==> config.mk <==
export PLATFORM = sky130hd
export DESIGN_NAME = eth_tx_scheduler
export DESIGN_NICKNAME = d
export VERILOG_FILES = /design/src/rtl/eth_tx_scheduler.sv
export SDC_FILE = /design/constraint.sdc
export NUM_CORES = 1
export LEC_CHECK = 0
export CAP_MARGIN = 10
export CORE_UTILIZATION = 56
export DETAILED_ROUTE_END_ITERATION = 6
export PLACE_DENSITY = 0.8
export RECOVER_POWER = 50
export SYNTH_ARGS = -nofsm -noshare
export SYNTH_HDL_FRONTEND = slang
export SYNTH_SLANG_ARGS = --single-unit
==> constraint.sdc <==
create_clock -name clk -period 3.1 [get_ports clk]
set_clock_uncertainty 0.2 [all_clocks]
set_input_delay 0.93 -clock clk [delete_from_list [all_inputs] [get_ports clk]]
set_output_delay 0.93 -clock clk [all_outputs]
set_load 0.01 [all_outputs]
==> src/rtl/eth_tx_scheduler.sv <==
// Round-robin scheduler sharing one Ethernet frame packer between two payload sources.
// Streams the granted source's buffer into the packer as dibits, LSB dibit of each byte first.
module eth_tx_scheduler #(
  parameter int PAYLOAD_BYTES   = 320,
  parameter int WATCHDOG_CYCLES = 255,
  parameter int ADDR_W          = $clog2(PAYLOAD_BYTES)
) (
  input  logic              clk,
  input  logic              rst,
  input  logic [1:0]        req,
  output logic [1:0]        grant,
  output logic [1:0]        done,
  output logic              timeout,
  output logic [1:0]        rd_en,
  output logic [ADDR_W-1:0] rd_addr,
  input  logic [7:0]        rd_data0,
  input  logic [7:0]        rd_data1,
  input  logic              packer_stall,
  input  logic              packer_txen,
  output logic              packer_cancel,
  output logic              packer_axiiv,
  output logic [1:0]        packer_axiid,
  output logic [1:0]        dbg_state
);

  localparam int CNT_W  = 13;
  localparam int BYTE_W = CNT_W - 2;
  localparam int WD_W   = $clog2(WATCHDOG_CYCLES + 1);
  localparam logic [CNT_W-1:0]  LAST_DIBIT = CNT_W'(4 * PAYLOAD_BYTES - 1);
  localparam logic [BYTE_W-1:0] LAST_BYTE  = BYTE_W'(PAYLOAD_BYTES - 1);
  localparam logic [WD_W-1:0]   WD_LAST    = WD_W'(WATCHDOG_CYCLES - 1);

  typedef enum logic [1:0] {
    S_IDLE  = 2'd0,
    S_ARMED = 2'd1,
    S_DATA  = 2'd2,
    S_TAIL  = 2'd3
  } state_t;

  state_t             state_q, state_d;
  logic [1:0]         grant_q, grant_d;
  logic [1:0]         done_q, done_d;
  logic               timeout_q, timeout_d;
  logic [1:0]         rd_en_q, rd_en_d;
  logic [ADDR_W-1:0]  rd_addr_q, rd_addr_d;
  logic               cancel_q, cancel_d;
  logic               axiiv_q, axiiv_d;
  logic [1:0]         axiid_q, axiid_d;
  logic               rr_q, rr_d;
  logic               gsel_q, gsel_d;
  logic [WD_W-1:0]    wd_q, wd_d;
  logic [CNT_W-1:0]   cnt_q, cnt_d;
  logic [CNT_W-1:0]   nxt_cnt;
  logic [7:0]         cur_byte_q, cur_byte_d;
  logic [7:0]         nxt_byte_q, nxt_byte_d;
  logic               byte_valid_q, byte_valid_d;
  logic               rd_pend_q;
  logic               txen_q;
  logic [7:0]         rd_byte;
  logic               pick;

  // Packer pacing: a cycle with packer_stall low is a transfer cycle; the axiiv/axiid
  // register is reloaded only then and otherwise holds, so the packer consumes each
  // loaded dibit exactly once, in the cycle after the stall-low cycle that loaded it.
  always_comb begin
    state_d      = state_q;
    grant_d      = grant_q;
    done_d       = 2'b00;
    timeout_d    = 1'b0;
    rd_en_d      = 2'b00;
    rd_addr_d    = rd_addr_q;
    cancel_d     = cancel_q;
    axiiv_d      = axiiv_q;
    axiid_d      = axiid_q;
    rr_d         = rr_q;
    gsel_d       = gsel_q;
    wd_d         = wd_q;
    cnt_d        = cnt_q;
    nxt_cnt      = cnt_q + CNT_W'(1);
    cur_byte_d   = cur_byte_q;
    nxt_byte_d   = nxt_byte_q;
    byte_valid_d = byte_valid_q;
    pick         = 1'b0;
    rd_byte      = gsel_q ? rd_data1 : rd_data0;

    // Byte 0 lands straight in the shift register; later bytes wait in the next-byte slot.
    if (rd_pend_q) begin
      if (state_q == S_ARMED) begin
        cur_byte_d   = rd_byte;
        byte_valid_d = 1'b1;
      end else begin
        nxt_byte_d = rd_byte;
      end
    end

    case (state_q)
      S_IDLE: begin
        cancel_d = 1'b1;
        if (req != 2'b00) begin
          pick         = (req == 2'b11) ? rr_q : req[1];
          gsel_d       = pick;
          grant_d      = pick ? 2'b10 : 2'b01;
          rd_en_d      = pick ? 2'b10 : 2'b01;
          rd_addr_d    = '0;
          wd_d         = '0;
          cnt_d        = '0;
          byte_valid_d = 1'b0;
          cancel_d     = 1'b0;
          state_d      = S_ARMED;
        end
      end
      S_ARMED: begin
        if (!packer_stall && byte_valid_q) begin
          axiiv_d = 1'b1;
          axiid_d = cur_byte_q[1:0];
          cnt_d   = '0;
          state_d = S_DATA;
          if (PAYLOAD_BYTES > 1) begin
            rd_en_d   = grant_q;
            rd_addr_d = ADDR_W'(1);
          end
        end else if (wd_q == WD_LAST) begin
          timeout_d = 1'b1;
          grant_d   = 2'b00;
          cancel_d  = 1'b1;
          rr_d      = ~gsel_q;
          state_d   = S_IDLE;
        end else begin
          wd_d = wd_q + WD_W'(1);
        end
      end
      S_DATA: begin
        if (!packer_stall) begin
          if (cnt_q == LAST_DIBIT) begin
            axiiv_d = 1'b0;
            axiid_d = 2'b00;
            state_d = S_TAIL;
          end else begin
            cnt_d = nxt_cnt;
            case (nxt_cnt[1:0])
              2'd0: begin
                cur_byte_d = nxt_byte_q;
                axiid_d    = nxt_byte_q[1:0];
                if (nxt_cnt[CNT_W-1:2] < LAST_BYTE) begin
                  rd_en_d   = grant_q;
                  rd_addr_d = ADDR_W'(nxt_cnt[CNT_W-1:2] + BYTE_W'(1));
                end
              end
              2'd1:    axiid_d = cur_byte_q[3:2];
              2'd2:    axiid_d = cur_byte_q[5:4];
              default: axiid_d = cur_byte_q[7:6];
            endcase
          end
        end
      end
      S_TAIL: begin
        // rr holds the source preferred next, so the finished source yields to the other.
        if (txen_q && !packer_txen) begin
          done_d   = grant_q;
          grant_d  = 2'b00;
          rr_d     = ~gsel_q;
          cancel_d = 1'b1;
          state_d  = S_IDLE;
        end
      end
      default: state_d = S_IDLE;
    endcase
  end

  always_ff @(posedge clk) begin
    if (rst) begin
      state_q      <= S_IDLE;
      grant_q      <= 2'b00;
      done_q       <= 2'b00;
      timeout_q    <= 1'b0;
      rd_en_q      <= 2'b00;
      rd_addr_q    <= '0;
      cancel_q     <= 1'b1;
      axiiv_q      <= 1'b0;
      axiid_q      <= 2'b00;
      rr_q         <= 1'b0;
      gsel_q       <= 1'b0;
      wd_q         <= '0;
      cnt_q        <= '0;
      cur_byte_q   <= 8'h00;
      nxt_byte_q   <= 8'h00;
      byte_valid_q <= 1'b0;
      rd_pend_q    <= 1'b0;
      txen_q       <= 1'b0;
    end else begin
      state_q      <= state_d;
      grant_q      <= grant_d;
      done_q       <= done_d;
      timeout_q    <= timeout_d;
      rd_en_q      <= rd_en_d;
      rd_addr_q    <= rd_addr_d;
      cancel_q     <= cancel_d;
      axiiv_q      <= axiiv_d;
      axiid_q      <= axiid_d;
      rr_q         <= rr_d;
      gsel_q       <= gsel_d;
      wd_q         <= wd_d;
      cnt_q        <= cnt_d;
      cur_byte_q   <= cur_byte_d;
      nxt_byte_q   <= nxt_byte_d;
      byte_valid_q <= byte_valid_d;
      rd_pend_q    <= |rd_en_q;
      txen_q       <= packer_txen;
    end
  end

  assign grant         = grant_q;
  assign done          = done_q;
  assign timeout       = timeout_q;
  assign rd_en         = rd_en_q;
  assign rd_addr       = rd_addr_q;
  assign packer_cancel = cancel_q;
  assign packer_axiiv  = axiiv_q;
  assign packer_axiid  = axiid_q;
  assign dbg_state     = state_q;

endmodule
==> results of run 1 <==
metal layers:
| metal | vias up | part of all wire | wire (µm) |
|---|---|---|---|
| met4 | 0 | 0.018 | 156 |
| met2 | 97 | 0.49 | 4160 |
| met1 | 1554 | 0.45 | 3840 |
| li1 | 1660 | - | - |
| met5 | - | 0 | 0 |
| met3 | 15 | 0.045 | 388 |
sequential cells by signal, indices dropped and copies added (netlist names), 2 cells and up, named ones only:
| register | flops |
|---|---|
| cnt_q | 13 |
| rd_addr | 9 |
| cur_byte_q | 8 |
| nxt_byte_q | 8 |
| wd_q | 8 |
| done | 2 |
| grant | 2 |
| packer_axiid | 2 |
| rd_en | 2 |
final cells by class:
cell class | count | area [µm²]
clock buffer | 12 | 155
clock inverter | 3 | 65.1
fill | 468 | 1650
inverter | 16 | 60.1
multi-input combinational | 327 | 2170
sequential | 64 | 1280
tap | 75 | 93.8
timing repair buffer | 70 | 619
kinds of logic (layout without fill, tap and decap cells):
logic type,Yosys count,after routing,share of synthesized area
multiplexers,21,21,0.0595
AO/OA/AOI/OAI,104,104,0.206
buffers and inverters,41,101,0.0523
XOR/XNOR,18,18,0.0485
AND/OR/NAND/NOR,173,173,0.244
adder cells (fa/ha/maj),11,11,0.0378
flip-flops,64,64,0.352
Yosys cell counts (5+ instances only):
cell	instances
sky130_fd_sc_hd__a21oi_1	25
sky130_fd_sc_hd__nand2_1	32
sky130_fd_sc_hd__nand2b_1	10
sky130_fd_sc_hd__nor2_1	64
sky130_fd_sc_hd__nand4_1	8
sky130_fd_sc_hd__a211oi_1	17
sky130_fd_sc_hd__dfxtp_1	64
sky130_fd_sc_hd__xor2_1	11
sky130_fd_sc_hd__mux2i_1	19
sky130_fd_sc_hd__inv_1	15
sky130_fd_sc_hd__nand3_1	10
sky130_fd_sc_hd__clkbuf_1	18
sky130_fd_sc_hd__xnor2_1	6
sky130_fd_sc_hd__a31oi_1	5
sky130_fd_sc_hd__or3_1	6
sky130_fd_sc_hd__o21ai_0	15
sky130_fd_sc_hd__ha_1	11
sky130_fd_sc_hd__and2_1	5
sky130_fd_sc_hd__a22oi_1	8
sky130_fd_sc_hd__nor3_1	5
power by group:
group / total [µW] / internal [µW] / leakage [µW] / switching (µW)
clock network: 801 / 491 / 0.000112 / 309
logic: 272 / 133 / 0.00105 / 139
registers: 865 / 845 / 0.000518 / 20.0
total: 1940 / 1470 / 0.00168 / 469
worst max path at each step:
stage	start	end	slack, ns	cells past startpoint
global route	packer_txen	grant[0]$_SDFFE_PP0P_	0.05	7
floorplan	packer_stall	rd_addr[8]$_SDFFE_PP0P_	0.29	6
CTS	packer_stall	rd_addr[5]$_SDFFE_PP0P_	0.25	8
detailed placement	packer_stall	rd_addr[5]$_SDFFE_PP0P_	-0.09	8
finish	packer_txen	grant[0]$_SDFFE_PP0P_	0.18	7
global placement	packer_stall	rd_addr[2]$_SDFFE_PP0P_	-0.05	8
repair_timing:
| action | in CTS | in global routing |
|---|---|---|
| hold buffers | 0 | 0 |
| setup endpoints to repair | 0 | 1 |
| resized for setup | 0 | 1 |
metrics by stage:
stage	hold slack, ns	power, µW	setup TNS, ns	util
2_1_floorplan	0.258	1050	0	-
5_1_grt	0.299	2010	0	0.729
3_5_place_dp	0.262	1150	-0.748	0.694
6_report	0.273	1940	0	0.729
4_1_cts	0.277	1950	0	0.730
3_3_place_gp	0.249	1150	-0.418	0.694
worst max-delay path, stage by stage:
cell,delay [ns]
sky130_fd_sc_hd__dlygate4sd3_1,0.55
sky130_fd_sc_hd__nor2b_1,0.24
sky130_fd_sc_hd__o21ai_0,0.15
sky130_fd_sc_hd__a211o_1,0.29
sky130_fd_sc_hd__or2_1,0.22
sky130_fd_sc_hd__or4_1,0.46
sky130_fd_sc_hd__a21oi_1,0.14
==> reports/results.env, run 1 <==
YOSYS.AREA.TOP_TYPE_SHARE=0.352
SETUP_WS_NS=0.176
TRITONCTS_CLOCK_TREE='done'
FINALCRITPERIODSHARE=0.943
MIN_TO='rd_addr[6]$_SDFFE_PP0P_'
YOSYSSEQAREASHARE=0.352
START_UTIL=0.597
NUMBER_OF_STANDARD_CELLS_IN_THE_FINAL_LAYOUT_EXCLUDING_FILLERS=567
MAX_FREQ_MHz=342
DEPTH_OF_THE_WORST_REGISTER_TO_REGISTER_PATH=7
WORSTHOLDPATHCELLS=2
NUM_IO_PINS=44
HOLD_PATH_STARTPOINT='rd_addr[6]$_SDFFE_PP0P_'
POWER_DENSITY_mW_PER_MM2=436
PLACE.DETAILED.INSTANCES=552
BUSIEST_LAYER='met2'
INSERTED_CLOCK_BUFFERS=9
ROUTE.VIAS.TOTAL=3326
WORSTPATHARRIVAL_NS=2.98
DIE-AREA_MM2=0.00682
FINALWORSTPATHREQUIREDPERIOD_NS=2.92
DRIVE_ABOVE_1_SHARE=0.114
WORST_PATH_FANOUT_MAX=3
R2R-START='cnt_q[2]$_SDFFE_PP0P_'
GLOBALROUTETOTALUTIL=0.273
SETUP.WORST_PATH.START_CLASS='primary input'
NUMBER_OF_STORAGE_ELEMENTS_IN_THE_SYNTHESIS_NETLIST=64
HTREE_LEVELS=3
GRT.MET2_USAGE=0.462
SYN_AREA_MM2=0.00364
SYNTH-EDFF-COUNT=0
DP_SLACK_NS=-0.0941
AREAGROWTHSYNTHTOFINISH_PCT=22.2
SYNTH_LARGEST_AREA_CELL='sky130_fd_sc_hd__dfxtp_1'
STATUS='completed'
GRTUSAGEMET1=0.339
CORE-AREA_MM2=0.00610
DIE_W_UM=82.6
ASYNC_SR_FLOP_FRACTION=0
PORTBUFFERS=43
DRV_SLEW=0
YOSYS_MOST_USED_DFF='sky130_fd_sc_hd__dfxtp_1'
FINAL_NETS=521
FIRST_PASS_ITERS=5
WIRELENGTH_UM=8550
DRTITER0DRC=211
TIMING_WORST_SLEW_PIN_VALUE_NS=1.20
PATH_CLASS='in -> reg'
SYN_AREA_PER_CELL_UM2=8.42
GRT_MAX_DEGREE=29
SYNTHCELLS=432
CLK_LATENCY_NS=0.35
YOSYS-TOP-CELLS-AREA='sky130_fd_sc_hd__dfxtp_1 35%, sky130_fd_sc_hd__nor2_1 6.6%, sky130_fd_sc_hd__mux2i_1 5.2%'
YOSYSUNIQUECELLTYPES=66
HPWL_UM=6020
PEAKVDDDROP_uV=310
WORST_SETUP_PATH_END_KIND='flip-flop'
FINAL-HOLD-VIOLATION-COUNT=0
CLOCKBUFFERDEPTH=2
NUMBER_OF_NETS_WITH_ANTENNA_VIOLATIONS_AFTER_ROUTING=0
NET_COUNT_AFTER_SYNTHESIS=465
RSZ0062_AT_GRT='false'
TIMING.RR.END='rd_addr[5]$_SDFFE_PP0P_'
DETAILED_PLACE.AREA_MM2=0.00423
FIRST_GLOBAL_VIAS=3037
OVERFLOW=0
GRT_FIRST_PASS_WIRELENGTH_UM=13900
NUMBER_OF_ANTENNA_REPAIR_DIODES=0
TIMING.MAX_CAP.VIOLATIONS=0
YOSYS_WARNINGS=0
DRCVIOLATIONCOUNT=0
LEAKAGE_uW=0.00168
GRTUSAGEMET3=0.0604
SLEW_HEADROOM=0.197
ANTENNA_FOUND_INITIAL=0
CTS_POST_SETUP_BUFFERS_INSERTED=0
MOST-COMMON-LAYOUT-CELLS='64 x sky130_fd_sc_hd__nor2_1, 64 x sky130_fd_sc_hd__dfxtp_1, 32 x sky130_fd_sc_hd__nand2_1'
CLK_PIN_SLEW_WORST_PATHS_NS=0.07
DIE_H_UM=82.6
FINAL_SETUP_VIOLS=0
WORST_HOLD_PATH_TYPE='reg -> reg'
RRSETUPSLACK_NS=0.23
WORST_EP_REQUIRED_TIME_NS=3.16
CORE.ROWCOUNT=28
FINISH.INSTANCE_AREA_MM2=0.00445
CLOCK_TREE_SINKS=64
GPL.FINAL_WEIGHTED_CONGESTION=0.866
VIA_DENSITY=5.87
ROOT_BUFFER_CELL='sky130_fd_sc_hd__clkbuf_8'
WIRE_PER_INST_UM=15.1
(Power assumes the default switching activity.)
==> inputs of run 2 (changes only) <==
Settings changed: CORE_UTILIZATION 56 to 49, GPL_ROUTABILITY_DRIVEN set to 0, PLACE_DENSITY 0.8 to 0.72.
==> run 2 against run 1 <==
  * Utilization fell by 10 points
  * First-iteration DRC count shrank 9.0%
  * Via count decreased by 1.5%
  * Die area is 14% higher
  * Combinational power is 4% higher
  * Fmax rose by 1.7%
  * Clock power up 3.6%
  * Global-route usage down 3.4 points
  * Critical path type unchanged
  * Largest power group unchanged
==> reports/results.env, run 2 (synthesized netlist as in run 1, its figures left out) <==
TOTALPOWERFINAL_uW=1980
PLACE.DETAILED.INSTANCES=580
INSERTED_CLOCK_BUFFERS=9
CORE.ROWCOUNT=31
POWER_DENSITY_mW_PER_MM2=437
WORSTPATHARRIVAL_NS=2.94
POWER_SWITCHING_SHARE=0.238
SETUP.WORST_PATH.START_CLASS='primary input'
ANTENNA_FOUND_INITIAL=0
MAX_FREQ_MHz=348
PATH_CLASS='in -> reg'
DRCVIOLATIONCOUNT=0
POWER.CLOCK.FRACTION=0.420
DRTITER0DRC=192
NUMBER_OF_NETS_WITH_ANTENNA_VIOLATIONS_AFTER_ROUTING=0
GRT_MAX_DEGREE=25
FINISH.INSTANCE_AREA_MM2=0.00452
GLOBALROUTETOTALUTIL=0.239
WORST_EP_REQUIRED_TIME_NS=3.17
FINAL-HOLD-VIOLATION-COUNT=0
CLK_PIN_SLEW_WORST_PATHS_NS=0.06
TIMING.MAX_CAP.VIOLATIONS=0
MOST-COMMON-LAYOUT-CELLS='64 x sky130_fd_sc_hd__nor2_1, 64 x sky130_fd_sc_hd__dfxtp_1, 32 x sky130_fd_sc_hd__nand2_1'
DRV_SLEW=0
CORE-AREA_MM2=0.00721
LARGEST_REGISTER_FFS=13
FINAL_NETS=525
SLEW_HEADROOM=0.321
START_UTIL=0.504
CELL_INTERNAL_PWR_uW=1510
FINAL_SUM_OF_NEGATIVE_SETUP_SLACK_NS=0
NUMBER_OF_STANDARD_CELLS_IN_THE_FINAL_LAYOUT_EXCLUDING_FILLERS=596
WIRELENGTH_UM=8470
DRIVE_ABOVE_1_SHARE=0.125
CLK_LATENCY_NS=0.34
HPWL_UM=6190
FINALCRITPERIODSHARE=0.927
CLOCK_TREE_SINKS=64
FINAL_SETUP_VIOLS=0
AREAGROWTHSYNTHTOFINISH_PCT=24.3
ROOT_BUFFER_CELL='sky130_fd_sc_hd__clkbuf_8'
NUMBER_OF_ANTENNA_REPAIR_DIODES=0
LARGEST_REGISTER='cnt_q'
DIE_H_UM=88.2
WORST_HOLD_PATH_TYPE='reg -> reg'
VIA_DENSITY=5.49
SEQPWRFRAC=0.437
TIMING_WORST_SLEW_PIN_VALUE_NS=1.02
NUM_IO_PINS=44
WORST_SETUP_PATH_END_KIND='flip-flop'
GRT_FIRST_PASS_WIRELENGTH_UM=14300
PEAKVDDDROP_uV=261
RSZ0062_AT_GRT='false'
DIE_W_UM=88.2
WORST_PATH_FANOUT_MAX=8
SWITCHINGPOWER_uW=470
FIRST_GLOBAL_VIAS=3038
HTREE_LEVELS=3
ROUTE.VIAS.TOTAL=3275
STATUS='completed'
CLOCKBUFFERDEPTH=2
DIE-AREA_MM2=0.00777
LEAKAGE_uW=0.00171
DETAILED_PLACE.AREA_MM2=0.00429
OVERFLOW=0
PORTBUFFERS=43
FIRST_PASS_ITERS=5
WIRE_PER_INST_UM=14.2
FINALWORSTPATHREQUIREDPERIOD_NS=2.87
PWR-SHARE-COMB=0.143
TRITONCTS_CLOCK_TREE='done'
==> run 2: changes by cell type in the layout (fill, tap and decap cells not counted), moves of 2 or more <==
cell	delta
sky130_fd_sc_hd__clkbuf_2	+2
sky130_fd_sc_hd__dlygate4sd3_1	-2
sky130_fd_sc_hd__clkdlybuf4s50_1	+2
sky130_fd_sc_hd__buf_4	+4
==> run 2: timing repair <==
item	in CTS	in global routing
setup buffers	0	0
resized for setup	0	1
setup endpoints to repair	0	5
hold buffers	0	0
==> run 2: through the flow <==
stage	setup slack (ns)	hold slack, ns	utilization
6_report	0.225	0.263	0.627
5_1_grt	0.0792	0.288	0.627
4_1_cts	0.133	0.276	0.627
3_5_place_dp	-0.106	0.259	0.595
3_3_place_gp	-0.0237	0.258	0.595
2_1_floorplan	0.292	0.258	-
==> run 2: power by group through the flow <==
stage | sequential (µW) | clock [µW] | combinational [µW]
floorplan | 879 | 0 | 167
global placement | 882 | 0 | 281
detailed placement | 882 | 0 | 284
CTS | 864 | 851 | 286
global route | 866 | 890 | 312
finish | 863 | 830 | 283
==> run 2: path summary, 6_finish.rpt <==
path	end	cells past startpoint	slack [ns]	start
setup / recovery	rd_addr[1]$_SDFFE_PP0P_	8	0.23	packer_stall
hold / removal	rd_pend_q$_SDFF_PP0_	2	0.26	rd_en[0]$_SDFF_PP0_
setup reg to reg	rd_addr[1]$_SDFFE_PP0P_	8	0.24	cnt_q[1]$_SDFFE_PP0P_
hold reg to reg	rd_pend_q$_SDFF_PP0_	2	0.26	rd_en[0]$_SDFF_PP0_
==> run 2: worst max-delay path: stages <==
cell and delay [ns]:
sky130_fd_sc_hd__clkdlybuf4s50_1 0.47, sky130_fd_sc_hd__nand2b_1 0.20, sky130_fd_sc_hd__a2111oi_2 0.37, sky130_fd_sc_hd__buf_4 0.19, sky130_fd_sc_hd__o31a_1 0.15, sky130_fd_sc_hd__o311a_1 0.22, sky130_fd_sc_hd__buf_4 0.21, sky130_fd_sc_hd__mux2i_1 0.20
==> run 2: per-layer routing <==
layer | wire length (µm) | track usage | vias up
li1 | - | - | 1683
met1 | 3980 | 0.310 | 1506
met2 | 3990 | 0.383 | 79
met3 | 415 | 0.0707 | 7
met4 | 78 | 0.0718 | 0
met5 | 0 | 0 | -
==> run 2: cell type report <==
| cell class | instances | area (µm²) |
|---|---|---|
| multi-input cells | 327 | 2170 |
| well taps | 99 | 124 |
| clock inverters | 2 | 60.1 |
| flip-flops and latches | 64 | 1280 |
| repair buffers | 74 | 652 |
| clock buffers | 14 | 173 |
| fillers | 647 | 2690 |
| inverters | 16 | 60.1 |
